--- src/rtl/serial_arith_pkg.sv ---
// ---------------------------------------------------------------------------
// serial_arith_pkg
// Shared definitions for the bit-serial arithmetic blocks.
//   state_t   : controller state encoding (IDLE / SHIFT / FINISH)
//   DEFAULT_N : default operand width
//   CNT_W     : bit-counter width, wide enough for operands up to 32 bits
// ---------------------------------------------------------------------------
package serial_arith_pkg;

    typedef enum logic [1:0] {
        IDLE   = 2'd0,
        SHIFT  = 2'd1,
        FINISH = 2'd2
    } state_t;

    localparam int DEFAULT_N = 8;
    localparam int CNT_W     = 6;

endpackage

--- src/rtl/serial_subtractor_fullsubtractor.sv ---
// ---------------------------------------------------------------------------
// fullsubtractor
// One-bit combinational full subtractor computing X - Y - BIN.
// Ports:
//   X, Y  : operand bits
//   BIN   : borrow in
//   D     : difference bit
//   BOUT  : borrow out
// ---------------------------------------------------------------------------
module fullsubtractor (
    input  logic X,
    input  logic Y,
    input  logic BIN,
    output logic D,
    output logic BOUT
);

    assign D    = X ^ Y ^ BIN;
    assign BOUT = (~X & Y) | (~(X ^ Y) & BIN);

endmodule

--- src/rtl/serial_subtractor.sv ---
// ---------------------------------------------------------------------------
// serial_subtractor
// Bit-serial subtractor: one START pulse captures X and Y, the operands are
// processed LSB-first for N cycles, and the registered result is published
// with a one-cycle DONE pulse. D and B hold until the next completion.
//
// Optional feature (macro SERIAL_SUBTRACTOR_ADD_EN): adds a MODE input,
// captured with START; MODE=1 adds instead of subtracting and B then reports
// the carry-out.
//
// Ports:
//   CLK   : rising-edge clock
//   RST   : asynchronous active-high reset
//   START : request pulse, only looked at in IDLE
//   MODE  : (SERIAL_SUBTRACTOR_ADD_EN only) 0 = subtract, 1 = add
//   X, Y  : minuend / subtrahend
//   D     : registered result, X - Y mod 2^N
//   B     : registered final borrow (X < Y unsigned) or carry in add mode
//   BUSY  : high in SHIFT and FINISH
//   DONE  : one-cycle pulse marking D/B valid
// ---------------------------------------------------------------------------
module serial_subtractor
    import serial_arith_pkg::*;
#(
    parameter int N = DEFAULT_N
) (
    input  logic         CLK,
    input  logic         RST,
    input  logic         START,
`ifdef SERIAL_SUBTRACTOR_ADD_EN
    input  logic         MODE,
`endif
    input  logic [N-1:0] X,
    input  logic [N-1:0] Y,
    output logic [N-1:0] D,
    output logic         B,
    output logic         BUSY,
    output logic         DONE
);

    state_t             state;
    logic [N-1:0]       x_sh;
    logic [N-1:0]       y_sh;
    logic [N-1:0]       res;
    logic               borrow;
    logic [CNT_W-1:0]   cnt;
    logic               sub_d;
    logic               sub_bout;
    logic               bit_d;
    logic               bit_c;

    fullsubtractor u_cell (
        .X    (x_sh[0]),
        .Y    (y_sh[0]),
        .BIN  (borrow),
        .D    (sub_d),
        .BOUT (sub_bout)
    );

`ifdef SERIAL_SUBTRACTOR_ADD_EN
    logic mode_r;
    logic add_s;
    logic add_c;

    // The borrow flop doubles as the carry flop in add mode.
    assign add_s = x_sh[0] ^ y_sh[0] ^ borrow;
    assign add_c = (x_sh[0] & y_sh[0]) | (borrow & (x_sh[0] ^ y_sh[0]));
    assign bit_d = mode_r ? add_s : sub_d;
    assign bit_c = mode_r ? add_c : sub_bout;
`else
    assign bit_d = sub_d;
    assign bit_c = sub_bout;
`endif

    // Controller and datapath. D, B and DONE only change in FINISH, so the
    // published result stays put while the next operation is running.
    always_ff @(posedge CLK or posedge RST) begin
        if (RST) begin
            state  <= IDLE;
            x_sh   <= '0;
            y_sh   <= '0;
            res    <= '0;
            borrow <= 1'b0;
            cnt    <= '0;
            D      <= '0;
            B      <= 1'b0;
            BUSY   <= 1'b0;
            DONE   <= 1'b0;
`ifdef SERIAL_SUBTRACTOR_ADD_EN
            mode_r <= 1'b0;
`endif
        end else begin
            DONE <= 1'b0;
            case (state)
                IDLE: begin
                    if (START) begin
                        x_sh   <= X;
                        y_sh   <= Y;
                        res    <= '0;
                        borrow <= 1'b0;
                        cnt    <= '0;
                        BUSY   <= 1'b1;
`ifdef SERIAL_SUBTRACTOR_ADD_EN
                        mode_r <= MODE;
`endif
                        state  <= SHIFT;
                    end
                end
                SHIFT: begin
                    // New bit enters at the MSB so after N shifts bit 0 of
                    // the operands has landed in res[0].
                    res    <= {bit_d, res[N-1:1]};
                    x_sh   <= x_sh >> 1;
                    y_sh   <= y_sh >> 1;
                    borrow <= bit_c;
                    if (cnt == CNT_W'(N - 1)) begin
                        state <= FINISH;
                    end else begin
                        cnt <= cnt + 1'b1;
                    end
                end
                FINISH: begin
                    D     <= res;
                    B     <= borrow;
                    DONE  <= 1'b1;
                    BUSY  <= 1'b0;
                    state <= IDLE;
                end
                default: begin
                    state <= IDLE;
                    BUSY  <= 1'b0;
                end
            endcase
        end
    end

endmodule

--- config.mk ---
export PLATFORM = sky130hd
export DESIGN_NAME = serial_subtractor
export DESIGN_NICKNAME = d
export VERILOG_FILES = /design/src/rtl/serial_arith_pkg.sv /design/src/rtl/serial_subtractor_fullsubtractor.sv /design/src/rtl/serial_subtractor.sv
export SDC_FILE = /design/constraint.sdc
export NUM_CORES = 1
export LEC_CHECK = 0
export ABC_AREA = 1
export CAP_MARGIN = 20
export CORE_MARGIN = 8
export CORE_UTILIZATION = 48
export DETAILED_ROUTE_END_ITERATION = 8
export PLACE_DENSITY = 0.79
export REMOVE_ABC_BUFFERS = 1
export SLEW_MARGIN = 20
export SYNTH_ARGS = -nofsm -noshare
export SYNTH_HDL_FRONTEND = slang
export SYNTH_HIERARCHICAL = 1
export SYNTH_SLANG_ARGS = --single-unit
--- constraint.sdc ---
create_clock -name CLK -period 1.33 [get_ports CLK]
set_clock_uncertainty 0.05 [all_clocks]
set_input_delay 0.266 -clock CLK [delete_from_list [all_inputs] [get_ports CLK]]
set_output_delay 0.266 -clock CLK [all_outputs]
set_load 0.05 [all_outputs]
==> results of run 1 <==
per-layer routing:
layer  up-vias  track usage
li1        766            -
met1       720        0.151
met2        35        0.222
met3         5       0.0379
met4         0       0.0709
met5         -            0
power by group:
part | total [mW] | switching (mW) | leakage [nW] | internal [mW]
sequential | 2.25 | 0.358 | 0.534 | 1.90
clock | 0.784 | 0.426 | 0.0410 | 0.357
combinational | 3.41 | 1.90 | 0.654 | 1.52
total | 6.45 | 2.68 | 1.23 | 3.77
state kept, by name, summed over array words and instances, names as in the netlist:
name,cells
cnt,6
borrow,1
x_sh,8
state,2
BUSY,1
DONE,1
y_sh,8
res,8
D,8
B,1
critical path: stages (launching register included):
cell and delay [ns]:
dfrtp_1 0.41, buf_4 0.17, nand2_4 0.15, buf_12 0.18, o21ai_0 0.11, a21oi_2 0.12
logic make-up (layout without fill, tap and decap cells):
kind of cell / after synthesis / after routing / share of synthesized area
simple gates: 85 / 85 / 0.193
compound gates: 49 / 49 / 0.150
flops: 44 / 44 / 0.551
buf+inv: 29 / 72 / 0.0890
fa+ha+maj: 2 / 2 / 0.0163
stage by stage:
| stage | setup WS, ns | total power [mW] |
|---|---|---|
| 3_3_place_gp | -0.123 | 5.44 |
| 3_5_place_dp | -0.152 | 5.56 |
| 6_report | 0.0616 | 6.45 |
| 5_1_grt | -0.0412 | 6.90 |
| 2_1_floorplan | -0.0171 | 4.23 |
| 4_1_cts | 0.00138 | 6.37 |
how the worst max path moves through the flow:
stage / from / end / slack (ns) / cells past startpoint
after global placement: START / x_sh[0] / -0.12 / 5
after floorplan: RST / B / -0.02 / 1
final: state[0] / x_sh[6] / 0.06 / 5
after global routing: cnt[0] / cnt[3] / -0.04 / 8
after CTS: state[0] / x_sh[6] / 0.001 / 5
after detailed placement: START / x_sh[4] / -0.15 / 5
placed cells by master, fill, tap and decap left out, types with 3 or more instances in the layout:
master,netlist,layout
nand3_1,12,12
o21ai_1,13,14
buf_4,0,12
nand2_1,39,38
nand4_1,3,3
clkdlybuf4s50_1,0,18
nand2_4,3,3
a21oi_1,3,3
buf_12,1,14
o22ai_1,7,7
clkbuf_8,0,5
inv_1,17,16
dfrtp_1,44,44
nand2_2,5,5
o21ai_0,13,12
a21oi_2,11,11
nor2_1,21,20
final cells by class:
class / count / area [µm²]
Inverter: 20 / 82.6
Multi-Input combinational cell: 136 / 742
Timing Repair Buffer: 45 / 562
Clock buffer: 6 / 72.6
Tap cell: 50 / 62.6
Fill cell: 310 / 1370
Clock inverter: 1 / 5.00
Sequential cell: 44 / 1100
repair_timing:
item	CTS	global route
resized for setup	1	11
pin swaps	0	0
setup endpoints to repair	1	25
==> flow_summary.yaml, run 1 <==
route:
  vias_per_cell: 5.05
  dr.max_layer_used: "met4"
  wirelength_um: 3910
  ant_nets: 0
  drt_iter0_drc: 75
  first_pass_iters: 4
  wl_per_cell_um: 12.9
  drc_errors: 0
  wl_met3_um: 254
  wl_met2_um: 1930
  met1_length_um: 1670
  vias: 1526
logic_synthesis:
  ys_seq_elements: 44
  synth_cells: 209
  synth_top_cell_area_share: 0.551
  synth_common_cells: "dfrtp_1 (44), nand2_1 (39), nor2_1 (21)"
  ys.flop_type: "dfrtp_1"
  synthArstFlopShare: 1.00
  yosysMostFrequentCell: "dfrtp_1"
  synth_area_um2: 2000
  synthTopCellsByArea: "dfrtp_1 (55%), nand2_1 (7.3%), a21oi_2 (4.8%), nor2_1 (3.9%), o21ai_0 (3.3%)"
  avgSynthCellArea_um2: 9.55
  seq_area_frac_synth: 0.551
  ys_warn_count: 6
  synth_edf_count: 0
  synth_cell_types: 26
  yosysTopAreaCell: "dfrtp_1"
power_and_ir_drop:
  vdd_drop_max_v: 0.00146
  pwr_density_cell_nw_per_um2: 2460
  power.leakage_nw: 1.23
finish:
  drive_gt1_frac: 0.234
  fin_util: 0.657
  nets: 273
  finalInstanceArea_um2: 2630
  syn2layout_area_growth_pct: 31.6
  stdcell_count: 302
  n_antenna_cell: 0
floorplan:
  rows: 23
  fp.dieW_um: 80.5
  die_h_um: 80.5
  start_util: 0.499
  io_pins: 30
  die-area_um2: 6480
  core_area_um2: 4000
timing:
  fin_setup_tns_ns: 0
  worstMarginPinSlew_ns: 0.231
  grt_setup_unrepaired: "true"
  fmax_mhz: 788
  finalCritPeriodShare: 0.954
  holdWs_ns: 0.254
  hold_viol_final: 0
  fin_crit_ns: 1.27
  relSlewSlack: 0.846
  maxSlewViolCount: 0
  setup_viol: 0
place:
  place_area_um2: 2500
  gp_congestion: 0.817
  dp_hpwl_um: 2760
  portBuffers: 29
  place_inst: 295
clock_network:
  clk_latency_ns: 0.30
  postCtsHoldBufs: 0
  cts_buffer_depth: 2
  path_clk_slew_ns: 0.08
  cts_buffers: 5
  root_buffer: "clkbuf_8"
  cts_setup_buffers: 0
  htreeDepth: 2
  cts_tree: "yes"
  cts_sinks: 44
setup_path:
  rr_worst_depth: 5
  rr_endpoint: "x_sh[6]"
  reg2reg_from: "state[0]"
  worstSetupPathType: "flop to flop"
  worstSetupEndpointType: "flop"
  worst_setup_path_start_kind: "flop"
  cp_max_fo: 23
  r2r_setup_slack_ns: 0.06
  required_ns: 1.52
  cp.arrival_ns: 1.45
global_routing:
  grt_pass1_wl_um: 6760
  grt-ovfl-total: 0
  grt_max_degree: 45
  grtUsageTotal: 0.133
  antenna_found_initial: 0
  grt_pass1_vias: 1578
run_status:
  status: "finished clean"
job:
  maxCapViolCount: 0
min_path:
  hp-class: "input port to asynchronous set/reset pin"
Power figures use the tool's default switching activity.
==> inputs of run 2 (changes only) <==
CORE_UTILIZATION = 47   (was 48)
PLACE_DENSITY = 0.78   (was 0.79)
SYNTH_HIERARCHICAL = default   (was 1)
==> run 2 against run 1 <==
  * Sequential share of layout area increased by 0.38 points
  * Utilization increased by 0.84 points
  * Cell count increased by 0.33%
  * Critical path depth unchanged
  * Global-route usage increased by 0.40 points
  * Critical path type unchanged
  * Largest cell class unchanged
==> flow_summary.yaml, run 2 <==
run_status:
  status: "finished clean"
power_and_ir_drop:
  switching_share: 0.393
  p_comb_frac: 0.493
  vdd_drop_max_v: 0.00106
  switching_power_mw: 2.60
  clock_power_share: 0.168
  p_int_mw: 4.01
  p_seq_frac: 0.339
  power.leakage_nw: 1.23
  pwr_density_cell_nw_per_um2: 2540
floorplan:
  start_util: 0.480
  die_h_um: 79.3
  fp.dieW_um: 79.3
  core_area_um2: 3910
  die-area_um2: 6280
  io_pins: 30
  rows: 23
clock_network:
  postCtsHoldBufs: 0
  path_clk_slew_ns: 0.08
  root_buffer: "clkbuf_8"
  cts_sinks: 44
  cts_buffers: 5
  cts_tree: "yes"
  cts_buffer_depth: 2
  htreeDepth: 2
  clk_latency_ns: 0.30
place:
  gp_congestion: 0.825
  place_area_um2: 2440
  place_inst: 293
  dp_hpwl_um: 2640
  portBuffers: 29
logic_synthesis:
  synthTopCellsByArea: "dfrtp_1 (59%), nand2_1 (9.6%), o21ai_1 (4.5%), o21ai_0 (4.3%), inv_1 (4.2%)"
  synth_cells: 211
  synthArstFlopShare: 1.00
  synth_edf_count: 0
  ys_warn_count: 0
  avgSynthCellArea_um2: 8.91
  ys.flop_type: "dfrtp_1"
  synth_top_cell_area_share: 0.585
  synth_cell_types: 21
  synth_area_um2: 1880
  ys_seq_elements: 44
  yosysMostFrequentCell: "nand2_1"
  seq_area_frac_synth: 0.585
  yosysTopAreaCell: "dfrtp_1"
  synth_common_cells: "nand2_1 (48), dfrtp_1 (44), inv_1 (21)"
global_routing:
  grt-ovfl-total: 0
  grt_max_degree: 45
  grtUsageTotal: 0.137
  antenna_found_initial: 0
  grt_pass1_wl_um: 6820
  grt_pass1_vias: 1560
setup_path:
  required_ns: 1.46
  worst_setup_path_start_kind: "flop"
  rr_worst_depth: 5
  rr_endpoint: "y_sh[5]"
  worstSetupEndpointType: "flop"
  worstSetupPathType: "flop to flop"
  critPathLaunch: "state[0]"
  reg2reg_from: "state[0]"
  crit_path_end: "y_sh[5]"
  cp.arrival_ns: 1.42
  r2r_setup_slack_ns: 0.04
  cp_max_fo: 16
finish:
  finalInstanceArea_um2: 2600
  drive_gt1_frac: 0.186
  final_cell_mix: "nand2_1 (46), dfrtp_1 (44), inv_1 (20), clkdlybuf4s50_1 (18), o21ai_1 (17)"
  stdcell_count: 303
  layout_commonest_cell: "nand2_1"
  n_antenna_cell: 0
  nets: 273
  syn2layout_area_growth_pct: 38.5
route:
  wirelength_um: 3990
  first_pass_iters: 4
  drt_iter0_drc: 91
  vias_per_cell: 5.14
  drc_errors: 0
  vias: 1556
  ant_nets: 0
  wl_per_cell_um: 13.2
timing:
  fmax_mhz: 774
  fin_crit_ns: 1.29
  relSlewSlack: 0.843
  maxSlewViolCount: 0
  hold_viol_final: 0
  setup_viol: 0
  worstMarginPinSlew_ns: 0.236
  finalCritPeriodShare: 0.971
job:
  maxCapViolCount: 0
min_path:
  hp-class: "input port to asynchronous set/reset pin"
-- run 2: cell types whose count changed after synthesis, sizes merged --
cell	before	now
a21oi	14	7
inv	20	24
nand2	47	52
nand3b	0	1
nand4	3	1
nor2	22	15
o21ai	26	33
o22ai	7	8
-- run 2: metrics by stage --
step / hold slack (ns) / power (mW) / setup TNS (ns) / util / worst slack [ns]
after global routing: 0.296 / 7.10 / -0.00691 / 0.665 / -0.00691
after global placement: 0.445 / 5.28 / -1.37 / 0.623 / -0.0939
after CTS: 0.285 / 6.54 / 0 / 0.655 / 0.0131
final: 0.271 / 6.60 / 0 / 0.665 / 0.0388
after detailed placement: 0.444 / 5.41 / -2.15 / 0.623 / -0.161
after floorplan: 0.361 / 3.98 / -3.77 / - / -0.136
-- run 2: worst min-delay path by stage --
stage | start | to | slack [ns] | cells past startpoint
2_1_floorplan | START | y_sh[7] | 0.36 | 2
3_3_place_gp | state[0] | DONE | 0.44 | 1
3_5_place_dp | state[0] | DONE | 0.44 | 1
4_1_cts | RST | D[0] | 0.29 | 3
5_1_grt | RST | D[0] | 0.30 | 3
6_report | RST | D[0] | 0.27 | 3
-- run 2: repair_timing --
| action | in CTS | in global routing |
|---|---|---|
| setup buffers | 0 | 2 |
| setup endpoints to repair | 0 | 7 |
| gates resized for setup | 0 | 7 |
-- run 2: routing by layer --
| metal | up-vias | GRT usage | share of wire |
|---|---|---|---|
| li1 | 772 | - | - |
| met1 | 725 | 0.157 | 0.45 |
| met2 | 51 | 0.224 | 0.47 |
| met3 | 8 | 0.0463 | 0.059 |
| met4 | 0 | 0.0685 | 0.023 |
| met5 | - | 0 | 0 |
-- run 2: final cells by class --
type,instances,area (µm²)
Multi-Input combinational cell,134,668
Clock inverter,1,30.0
Tap cell,50,62.6
Sequential cell,44,1100
Timing Repair Buffer,43,556
Clock buffer,7,96.3
Inverter,24,90.1
Fill cell,312,1310
-- run 2: critical path, cell delays in order, from the launching register on --
cell and delay [ns]:
dfrtp_1 0.42, nor2_2 0.17, nand2_2 0.10, buf_12 0.16, o21ai_0 0.17, a21oi_1 0.10
-- run 2: cell families (layout without fill, tap and decap cells) --
group,count (synthesis),count (layout),share of synthesized area
compound gates,50,50,0.141
fa+ha+maj,2,2,0.0173
buf+inv,33,75,0.0725
flops,44,44,0.585
simple gates,82,82,0.184
-- run 2: power groups by stage --
stage               Sequential, mW  Combinational, mW  Clock (mW)
global route                  2.30               3.61        1.20
CTS                           2.23               3.18        1.13
floorplan                     2.59               1.39           0
global placement              2.22               3.06           0
detailed placement            2.25               3.16           0
finish                        2.24               3.26        1.11
